==> config.mk <==
export PLATFORM = sky130hd
export DESIGN_NAME = uart_receiver_flat
export DESIGN_NICKNAME = d
export VERILOG_FILES = /design/src/rtl/uart_receiver_if.sv /design/src/rtl/uart_receiver.sv /design/src/flat_wrapper.sv
export SDC_FILE = /design/constraint.sdc
export NUM_CORES = 1
export LEC_CHECK = 0
export CORE_ASPECT_RATIO = 1.2
export CORE_MARGIN = 5
export CORE_UTILIZATION = 51
export CTS_CLUSTER_DIAMETER = 80
export DETAILED_ROUTE_END_ITERATION = 12
export PLACE_DENSITY = 0.77
export SYNTH_ARGS = -nofsm -noshare
export SYNTH_HDL_FRONTEND = slang
export SYNTH_SLANG_ARGS = --single-unit
==> constraint.sdc <==
create_clock -name clk -period 2.3 [get_ports clk]
set_input_delay 0.345 -clock clk [delete_from_list [all_inputs] [get_ports clk]]
set_output_delay 0.345 -clock clk [all_outputs]
set_load 0.01 [all_outputs]
==> src/rtl/uart_receiver_if.sv <==
// Byte hand-off between the UART receive path and its controller.
// rx_valid is a level: it stays high while rx_data holds an unread byte; the controller raises
// rx_ack for one cycle to consume it (ack with rx_valid low is ignored). frame_err/overrun are one-cycle pulses.
interface uart_receiver_if;
  logic [7:0] rx_data;
  logic       rx_valid;
  logic       rx_ack;
  logic       frame_err;
  logic       overrun;

  modport master (
    output rx_data,
    output rx_valid,
    output frame_err,
    output overrun,
    input  rx_ack
  );

  modport slave (
    input  rx_data,
    input  rx_valid,
    input  frame_err,
    input  overrun,
    output rx_ack
  );
endinterface

==> src/rtl/uart_receiver.sv <==
// 8N1 UART receiver: synchronises the rx pin, mid-bit samples start/data/stop bits with a
// (dfv+1)-cycle bit period, and presents bytes through a valid/ack holding register.
module uart_receiver #(
  parameter int SYNC_STAGES = 2
) (
  input  logic               clk,
  input  logic               rst,
  input  logic               rec_en,
  input  logic [15:0]        dfv,
  input  logic               uart_rx,
  uart_receiver_if.master    rx_bus,
  output logic [1:0]         state_o
);

  typedef enum logic [1:0] {
    IDLE    = 2'd0,
    START   = 2'd1,
    RECEIVE = 2'd2,
    STOP    = 2'd3
  } state_t;

  state_t                 state_q;
  logic [SYNC_STAGES-1:0] sync_q;
  logic                   rx_d_q;
  logic                   rx_s;
  logic [15:0]            cnt_q;
  logic [3:0]             bit_cnt_q;
  logic [7:0]             shift_q;
  logic [7:0]             rx_data_q;
  logic                   rx_valid_q;
  logic                   frame_err_q;
  logic                   overrun_q;
  logic [15:0]            half_dfv;

  assign rx_s     = sync_q[SYNC_STAGES-1];
  assign half_dfv = {1'b0, dfv[15:1]};

  // Synchroniser resets to the idle-high line level so reset release never looks like a start edge.
  always_ff @(posedge clk or posedge rst) begin
    if (rst) begin
      sync_q <= '1;
      rx_d_q <= 1'b1;
    end else begin
      sync_q <= {sync_q[SYNC_STAGES-2:0], uart_rx};
      rx_d_q <= rx_s;
    end
  end

  always_ff @(posedge clk or posedge rst) begin
    if (rst) begin
      state_q     <= IDLE;
      cnt_q       <= 16'd0;
      bit_cnt_q   <= 4'd0;
      shift_q     <= 8'h00;
      rx_data_q   <= 8'h00;
      rx_valid_q  <= 1'b0;
      frame_err_q <= 1'b0;
      overrun_q   <= 1'b0;
    end else if (!rec_en) begin
      state_q     <= IDLE;
      cnt_q       <= 16'd0;
      bit_cnt_q   <= 4'd0;
      rx_valid_q  <= 1'b0;
      frame_err_q <= 1'b0;
      overrun_q   <= 1'b0;
    end else begin
      frame_err_q <= 1'b0;
      overrun_q   <= 1'b0;
      if (rx_bus.rx_ack && rx_valid_q) begin
        rx_valid_q <= 1'b0;
      end
      case (state_q)
        IDLE: begin
          if (rx_d_q && !rx_s) begin
            state_q <= START;
            cnt_q   <= 16'd0;
          end
        end
        START: begin
          if (cnt_q >= half_dfv) begin
            if (rx_s) begin
              state_q <= IDLE;
            end else begin
              state_q   <= RECEIVE;
              cnt_q     <= 16'd0;
              bit_cnt_q <= 4'd0;
            end
          end else begin
            cnt_q <= cnt_q + 16'd1;
          end
        end
        RECEIVE: begin
          // >= rather than == keeps a shrunken dfv from letting the counter run off to wrap-around.
          if (cnt_q >= dfv) begin
            shift_q[bit_cnt_q[2:0]] <= rx_s;
            cnt_q                   <= 16'd0;
            bit_cnt_q               <= bit_cnt_q + 4'd1;
            if (bit_cnt_q == 4'd7) begin
              state_q <= STOP;
            end
          end else begin
            cnt_q <= cnt_q + 16'd1;
          end
        end
        STOP: begin
          if (cnt_q >= dfv) begin
            state_q <= IDLE;
            cnt_q   <= 16'd0;
            if (rx_s) begin
              rx_data_q  <= shift_q;
              rx_valid_q <= 1'b1;
              overrun_q  <= rx_valid_q && !rx_bus.rx_ack;
            end else begin
              frame_err_q <= 1'b1;
            end
          end else begin
            cnt_q <= cnt_q + 16'd1;
          end
        end
        default: state_q <= IDLE;
      endcase
    end
  end

  assign rx_bus.rx_data   = rx_data_q;
  assign rx_bus.rx_valid  = rx_valid_q;
  assign rx_bus.frame_err = frame_err_q;
  assign rx_bus.overrun   = overrun_q;
  assign state_o          = state_q;

endmodule

==> src/flat_wrapper.sv <==
// flat-port wrapper written by rule: the top's interface ports become plain ports
module uart_receiver_flat 
#(
  parameter int SYNC_STAGES = 2
)
  (clk, rst, rec_en, dfv, uart_rx, state_o, rx_bus_rx_data, rx_bus_rx_valid, rx_bus_frame_err, rx_bus_overrun, rx_bus_rx_ack);
  uart_receiver_if rx_bus_i ();
  input  logic clk;
  input  logic rst;
  input  logic rec_en;
  input  logic [15:0] dfv;
  input  logic uart_rx;
  output logic [1:0] state_o;
  output wire logic [$bits(rx_bus_i.rx_data)-1:0] rx_bus_rx_data;
  output wire logic [$bits(rx_bus_i.rx_valid)-1:0] rx_bus_rx_valid;
  output wire logic [$bits(rx_bus_i.frame_err)-1:0] rx_bus_frame_err;
  output wire logic [$bits(rx_bus_i.overrun)-1:0] rx_bus_overrun;
  input wire logic [$bits(rx_bus_i.rx_ack)-1:0] rx_bus_rx_ack;
  assign rx_bus_rx_data = rx_bus_i.rx_data;
  assign rx_bus_rx_valid = rx_bus_i.rx_valid;
  assign rx_bus_frame_err = rx_bus_i.frame_err;
  assign rx_bus_overrun = rx_bus_i.overrun;
  assign rx_bus_i.rx_ack = rx_bus_rx_ack;
  uart_receiver #(.SYNC_STAGES(SYNC_STAGES)) u_core (.clk(clk), .rst(rst), .rec_en(rec_en), .dfv(dfv), .uart_rx(uart_rx), .rx_bus(rx_bus_i), .state_o(state_o));
endmodule
==> metrics.csv, run 1 <==
metric;value;unit
clock_path_buffers;2;
detail_route.iter0.violations;342;
cp_max_fo;8;
fp.dieH;91.9;µm
cp-end-kind;register;
htreeDepth;2;
power_frac_clock;27.9;%
fin_ws;-359;ps
initial_core_util;53.1;%
layout_min_cycle_time;2660;ps
final_hold_viol_count;0;
rows;29;
ys_seq_area_share;38.7;%
placed_area;3580;µm²
io_pins;34;
placed_cells;419;
synth_nets;338;
num-nets-final;443;
switching_share;32.2;%
antenna_found_initial;0;
slew_headroom;62.4;%
syn_area;2850;µm²
outcome;finished, violations left;
worst_pin_slew;564;ps
gp_congestion;0.843;
maxSlewViolCount;0;
rsz0062_at_grt;true;
drc;0;
drive_above_1_share;44.9;%
synthToLayoutAreaGrowth;61.0;%
ys_warn_count;0;
post-route-period-util;116;%
grt_max_degree;45;
syn_avg_cell_area;10.0;µm²
cts_tree;built;
clk_latency;320;ps
total_power;0.00226;W
grt_pass1_vias;2919;
setup_viol;41;
combPwrFrac;34.7;%
path_clk_slew;100;ps
post-dp-hpwl;5030;µm
grt_first_pass_wirelength;14500;µm
dieArea;7190;µm²
min_path_type;register to register;
cts-root-buf;clkbuf_8;
grt.met3_usage;4.51;%
busiest_layer;met2;
regArea;1100;µm²
arrival;2860;ps
fin_util;85.5;%
synthCells;284;
use_met1;29.1;%
fmax;376;MHz
peakVddDrop;476;µV
synth-seq-cells;44;
ant_nets;0;
routed_via_density;6.42;
finalInstanceArea;4590;µm²
skew;14.0;ps
tns;-9190;ps
leakage;2.10;nW
fillers;260;
finalNonFillerCells;452;
synth_edf_count;0;
violations;negative setup slack;
wl;9970;µm
num_vias;2903;
clkSinkCount;44;
p_int;0.00153;W
globalRouteTotalUtil;26.0;%
die_x;78.3;µm
wl_per_cell;22.0;µm
diodes;0;
power_density;492;nW/µm²
crit_required;2510;ps
critPathKind;register to register;
multi_input_area;2220;µm²
ys_types;51;
cts_made_buffers;5;
grt.overflow.total;0;
seq_power_share;37.4;%
cp-start-kind;register;
ys_async_sr_fraction;100;%
firstDrtPassIters;5;
max_cap_viol_count;0;
gr-usage-met2;47.1;%
ys.flop_type;dfrtp_1;
net-switching-power;0.000727;W
core_area;5370;µm²
io_buffers;33;
[state kept, by name (all words and copies together) (netlist names)]
register	flops
u_core.bit_cnt_q	4
u_core.cnt_q	16
u_core.rx_bus.frame_err	1
u_core.rx_bus.overrun	1
u_core.rx_bus.rx_data	8
u_core.rx_bus.rx_valid	1
u_core.rx_d_q	1
u_core.shift_q	8
u_core.state_o	2
u_core.sync_q	2
[synth_stat cells, drive strengths merged (2+ instances only)]
cell      n  area share (%)
nor3b     2            0.53
clkbuf    5            0.66
nand3    10             1.8
dfstp     3             2.8
nand4     5             1.1
o2bb2ai   2            0.61
a21o      5             1.3
and2      3            0.66
a2111oi   2            0.61
nand2b    4            0.88
nor2     14             1.8
a31o      3            0.92
mux2     17             6.7
a221o    10             3.5
nor2b     4            0.88
nor4      7             1.5
dfrtp    41              36
a21oi    16             2.8
and3      3            0.66
buf       4             1.0
xnor2     3            0.92
nand2    20             2.7
nand3b    2            0.53
nor3      3            0.53
o31a      4             1.2
a22o      5             1.5
a211oi    4             1.2
inv      24             3.2
o21ai     7             1.2
ha       33              14
o21a      3            0.79
and4      2            0.61
[cell type report]
type / instances / share of cell area [%]
Clock buffer: 5 / 1.50
Sequential cell: 44 / 24.1
Inverter: 24 / 1.96
Tap cell: 62 / 1.69
Multi-Input combinational cell: 208 / 48.5
Clock inverter: 3 / 1.01
Timing Repair Buffer: 106 / 21.3
[layer usage]
| metal | share of wire [%] | vias to the layer above |
|---|---|---|
| met3 | 5.0 | 61 |
| met5 | 0 | - |
| met2 | 52 | 150 |
| met4 | 6.1 | 0 |
| met1 | 36 | 1418 |
| li1 | - | 1274 |
[stage by stage]
stage / hold slack, ps / setup slack [ps]
after floorplan: 345 / -86.5
after global placement: 347 / -825
after detailed placement: 349 / -954
after CTS: 361 / -207
after global routing: 364 / -381
final: 360 / -359
[cell usage in the layout, fill, tap and decap left out, types with 10 or more instances in the layout]
cell	instances
a221o_1	10
nor2_1	10
ha_4	20
buf_4	54
buf_6	15
mux2_4	12
dlygate4sd2_1	11
nand3_1	10
a21oi_1	12
dfrtp_1	41
nand2_1	15
ha_1	13
clkdlybuf4s50_1	20
inv_2	12
inv_1	11
[path summary, 6_finish.rpt]
path                                               from                         endpoint  slack (ps)  cells past startpoint
setup / recovery           u_core.cnt_q[10]$_DFFE_PP0P_    u_core.shift_q[4]$_DFFE_PP0P_        -360                      9
hold / removal               u_core.sync_q[0]$_DFF_PP1_       u_core.sync_q[1]$_DFF_PP1_         360                      0
setup reg to reg           u_core.cnt_q[10]$_DFFE_PP0P_    u_core.shift_q[4]$_DFFE_PP0P_        -360                      9
hold reg to reg              u_core.sync_q[0]$_DFF_PP1_       u_core.sync_q[1]$_DFF_PP1_         360                      0
max in group asynchronous                           rst          u_core.rx_d_q$_DFF_PP1_        1440                      3
min in group asynchronous                           rst  u_core.bit_cnt_q[3]$_DFFE_PP0P_         460                      3
[logic make-up after synthesis]
kind of cell,count (synthesis),share of synthesized area (%)
buffers and inverters,33,4.83
muxes,18,7.06
xor gates and xnor gates,4,1.23
DFF,44,38.7
and+or+nand+nor,83,15.3
adders and majority gates,33,14.5
AOI/OAI and AO/OA,69,18.3
[critical path, stage by stage (launching register included)]
cell     delay [ps]
dfrtp_1         460
ha_4            310
nand4_1         170
nor4_4          300
o31a_1          260
buf_4           150
o31ai_4          60
buf_12          170
nor4b_2         290
mux2_2          380
[power groups by stage]
| stage | registers (W) | clock network (W) | logic, W |
|---|---|---|---|
| final | 0.000844 | 0.000630 | 0.000783 |
| after floorplan | 0.000855 | 0 | 0.000264 |
| after detailed placement | 0.000849 | 0 | 0.000491 |
| after global placement | 0.000850 | 0 | 0.000475 |
| after global routing | 0.000849 | 0.000666 | 0.000829 |
| after CTS | 0.000839 | 0.000620 | 0.000677 |
[repair_timing]
action | in CTS | in global routing
cloned | 2 | 0
pin swaps | 59 | 18
buffers inserted | 18 | 6
gates resized for setup | 110 | 26
setup endpoints to repair | 40 | 41
hold buffers | 0 | 0
Power figures use the tool's default switching activity.
==> run 2, diff against run 1 <==
- SLEW_MARGIN: default -> 30
==> results of run 2 <==
No change in the layout: final DEF, timing and power equal those of run 1.
==> run 3, diff against run 2 <==
- CORE_MARGIN: 5 -> default
==> metrics.csv, run 3 (same netlist as run 1, synthesis figures left out) <==
metric;value;unit;change
cp-start-kind;register;;
fin_ws;-298;ps;+60.5 ps
num-nets-final;446;;+0.68%
fmax;385;MHz;+2.3%
core_area;5330;µm²;-0.68%
arrival;2800;ps;-60 ps
peakVddDrop;473;µV;-0.67%
clock_path_buffers;2;;unchanged
skew;12.2;ps;-1.75 ps
tns;-9080;ps;+107 ps
max_cap_viol_count;0;;unchanged
p_int;0.00172;W;+13%
cp_max_fo;7;;-1
fp.dieH;83.9;µm;-8.7%
post-dp-hpwl;5030;µm;about the same
layout_common_cells;buf_4 (55), dfrtp_1 (40), ha_4 (18), clkdlybuf4s50_1 (18), nand2_1 (17);;
clk_latency;310;ps;about the same
cp-end-kind;register;;
io_buffers;33;;unchanged
io_pins;34;;unchanged
reg2reg_from;u_core.cnt_q[13]$_DFFE_PP0P_;;
wl_per_cell;21.9;µm;-0.67%
crit_chain;ha_4, nand4_1, buf_4, nor2_4, o2bb2ai_4, buf_4, o31ai_4, buf_6, nor4_4, mux2_4;;
switching_share;28.5;%;-3.7 points
globalRouteTotalUtil;28.8;%;+2.8 points
whs_path_depth;0;;unchanged
hold_buffers;0;;unchanged
path_delay_family;compound AO/OA/AOI/OAI gates;;
htreeDepth;2;;unchanged
cts-root-buf;clkbuf_8;;
slowest_delay;520;ps;+60 ps
path_clk_slew;90;ps;about the same
dp_slack;-804;ps;+151 ps
cts_tree;built;;
clkSinkCount;44;;unchanged
multi_input_area;2140;µm²;-4.0%
power_frac_clock;34.4;%;+6.5 points
leakage;2.10;nW;-0.22%
slew_headroom;61.8;%;-0.57 points
gp_congestion;0.865;;+2.6%
r2r-end;u_core.shift_q[2]$_DFFE_PP0P_;;
setup_viol;40;;-2.4%
placed_area;3660;µm²;+2.1%
min_path_type;register to register;;
finalInstanceArea;4590;µm²;about the same
diodes;0;;unchanged
final_hold_viol_count;0;;unchanged
drc;0;;unchanged
rows;29;;unchanged
critPathMostFrequentCell;buf_4;;
maxSlewViolCount;0;;unchanged
regArea;1110;µm²;+0.11%
grt.overflow.total;0;;unchanged
grt_pass1_vias;2850;;-2.4%
post-route-period-util;113;%;-2.6 points
worstHoldStart;u_core.sync_q[0]$_DFF_PP1_;;
hold_end;u_core.sync_q[1]$_DFF_PP1_;;
rrSetupSlack;-300;ps;+60 ps
grt_max_degree;45;;unchanged
synthToLayoutAreaGrowth;60.9;%;about the same
wl;9970;µm;about the same
ant_nets;0;;unchanged
routed_via_density;6.47;;+0.71%
grt_first_pass_wirelength;13400;µm;-7.9%
fillers;241;;-7.3%
die_x;70.3;µm;-10%
antenna_found_initial;0;;unchanged
detail_route.iter0.violations;172;;-50%
cts_made_buffers;5;;unchanged
rsz0062_at_grt;true;;
layout_min_cycle_time;2600;ps;-60.5 ps
net-switching-power;0.000688;W;-5.4%
dieArea;5900;µm²;-18%
critPathKind;register to register;;
whs;366;ps;+6.41 ps
top_register;u_core.cnt_q;;
crit_buf_inv;3;;+1
worst_path_max_delay_cell;o31ai_4;;
reg2regPathDepth;10;;+1
combPwrFrac;30.6;%;-4.1 points
largest_reg_flops;16;;unchanged
violations;negative setup slack;;
num_vias;2943;;+1.4%
outcome;finished, violations left;;
seq_power_share;35.0;%;-2.4 points
drive_above_1_share;44.0;%;-0.85 points
initial_core_util;53.5;%;+0.36 points
firstDrtPassIters;5;;unchanged
worst_pin_slew;573;ps;+8.51 ps
final_common_cell;buf_4;;
power_density;526;nW/µm²;+6.9%
crit_required;2500;ps;about the same
run 3: cell count changes in the layout (fill, tap and decap cells not counted), sizes merged:
cell / previous run / this run
dlygate4sd2: 11 / 14
buf: 73 / 75
bufinv: 1 / 3
clkdlybuf4s50: 20 / 18
a31o: 3 / 4
and4: 3 / 2
clkbuf: 5 / 6
clkinvlp: 1 / 0
dlymetal6s2s: 2 / 1
inv: 24 / 23
run 3: metal layers:
metal | global-route usage [%] | vias up | wire (µm) | part of all wire (%)
li1 | - | 1275 | - | -
met1 | 31.3 | 1481 | 3640 | 37
met2 | 55.8 | 148 | 5440 | 55
met3 | 3.74 | 39 | 533 | 5.3
met4 | 9.45 | 0 | 350 | 3.5
met5 | 0 | - | 0 | 0
run 3: repair_timing:
action | CTS | global route
buffers inserted | 8 | 11
setup endpoints to repair | 40 | 40
resized for setup | 82 | 42
pin swaps | 35 | 39
gates cloned | 2 | 2
run 3: worst max-delay path by stage:
stage / cells after the start / slack, ps / from / endpoint
after floorplan: 9 / -90 / u_core.cnt_q[1]$_DFFE_PP0P_ / u_core.cnt_q[3]$_DFFE_PP0P_
after global placement: 11 / -770 / dfv[13] / u_core.shift_q[4]$_DFFE_PP0P_
after detailed placement: 11 / -800 / dfv[1] / u_core.cnt_q[8]$_DFFE_PP0P_
after CTS: 9 / -230 / u_core.cnt_q[1]$_DFFE_PP0P_ / u_core.cnt_q[8]$_DFFE_PP0P_
after global routing: 9 / -400 / u_core.cnt_q[9]$_DFFE_PP0P_ / u_core.rx_bus.rx_data[6]$_DFFE_PP0P_
final: 10 / -300 / u_core.cnt_q[13]$_DFFE_PP0P_ / u_core.shift_q[2]$_DFFE_PP0P_
run 3: cell type report:
class | count | share of cell area (%)
multi-input combinational | 208 | 46.5
timing repair buffer | 109 | 22.2
clock inverter | 3 | 1.96
sequential | 44 | 24.1
inverter | 24 | 1.96
tap | 62 | 1.69
clock buffer | 5 | 1.50
run 3: power by group through the flow:
stage	registers, W	logic, W	clock network [W]
after floorplan	0.000855	0.000264	0
after global placement	0.000852	0.000495	0
after detailed placement	0.000852	0.000511	0
after CTS	0.000840	0.000587	0.000818
after global routing	0.000847	0.000780	0.000857
final	0.000843	0.000739	0.000830
run 3: per-stage QoR:
stage	util, %	power [W]	std cells
2_1_floorplan	-	0.00112	284
3_3_place_gp	68.5	0.00135	424
3_5_place_dp	68.5	0.00136	424
4_1_cts	79.8	0.00225	442
5_1_grt	86.0	0.00248	455
6_report	86.0	0.00241	455
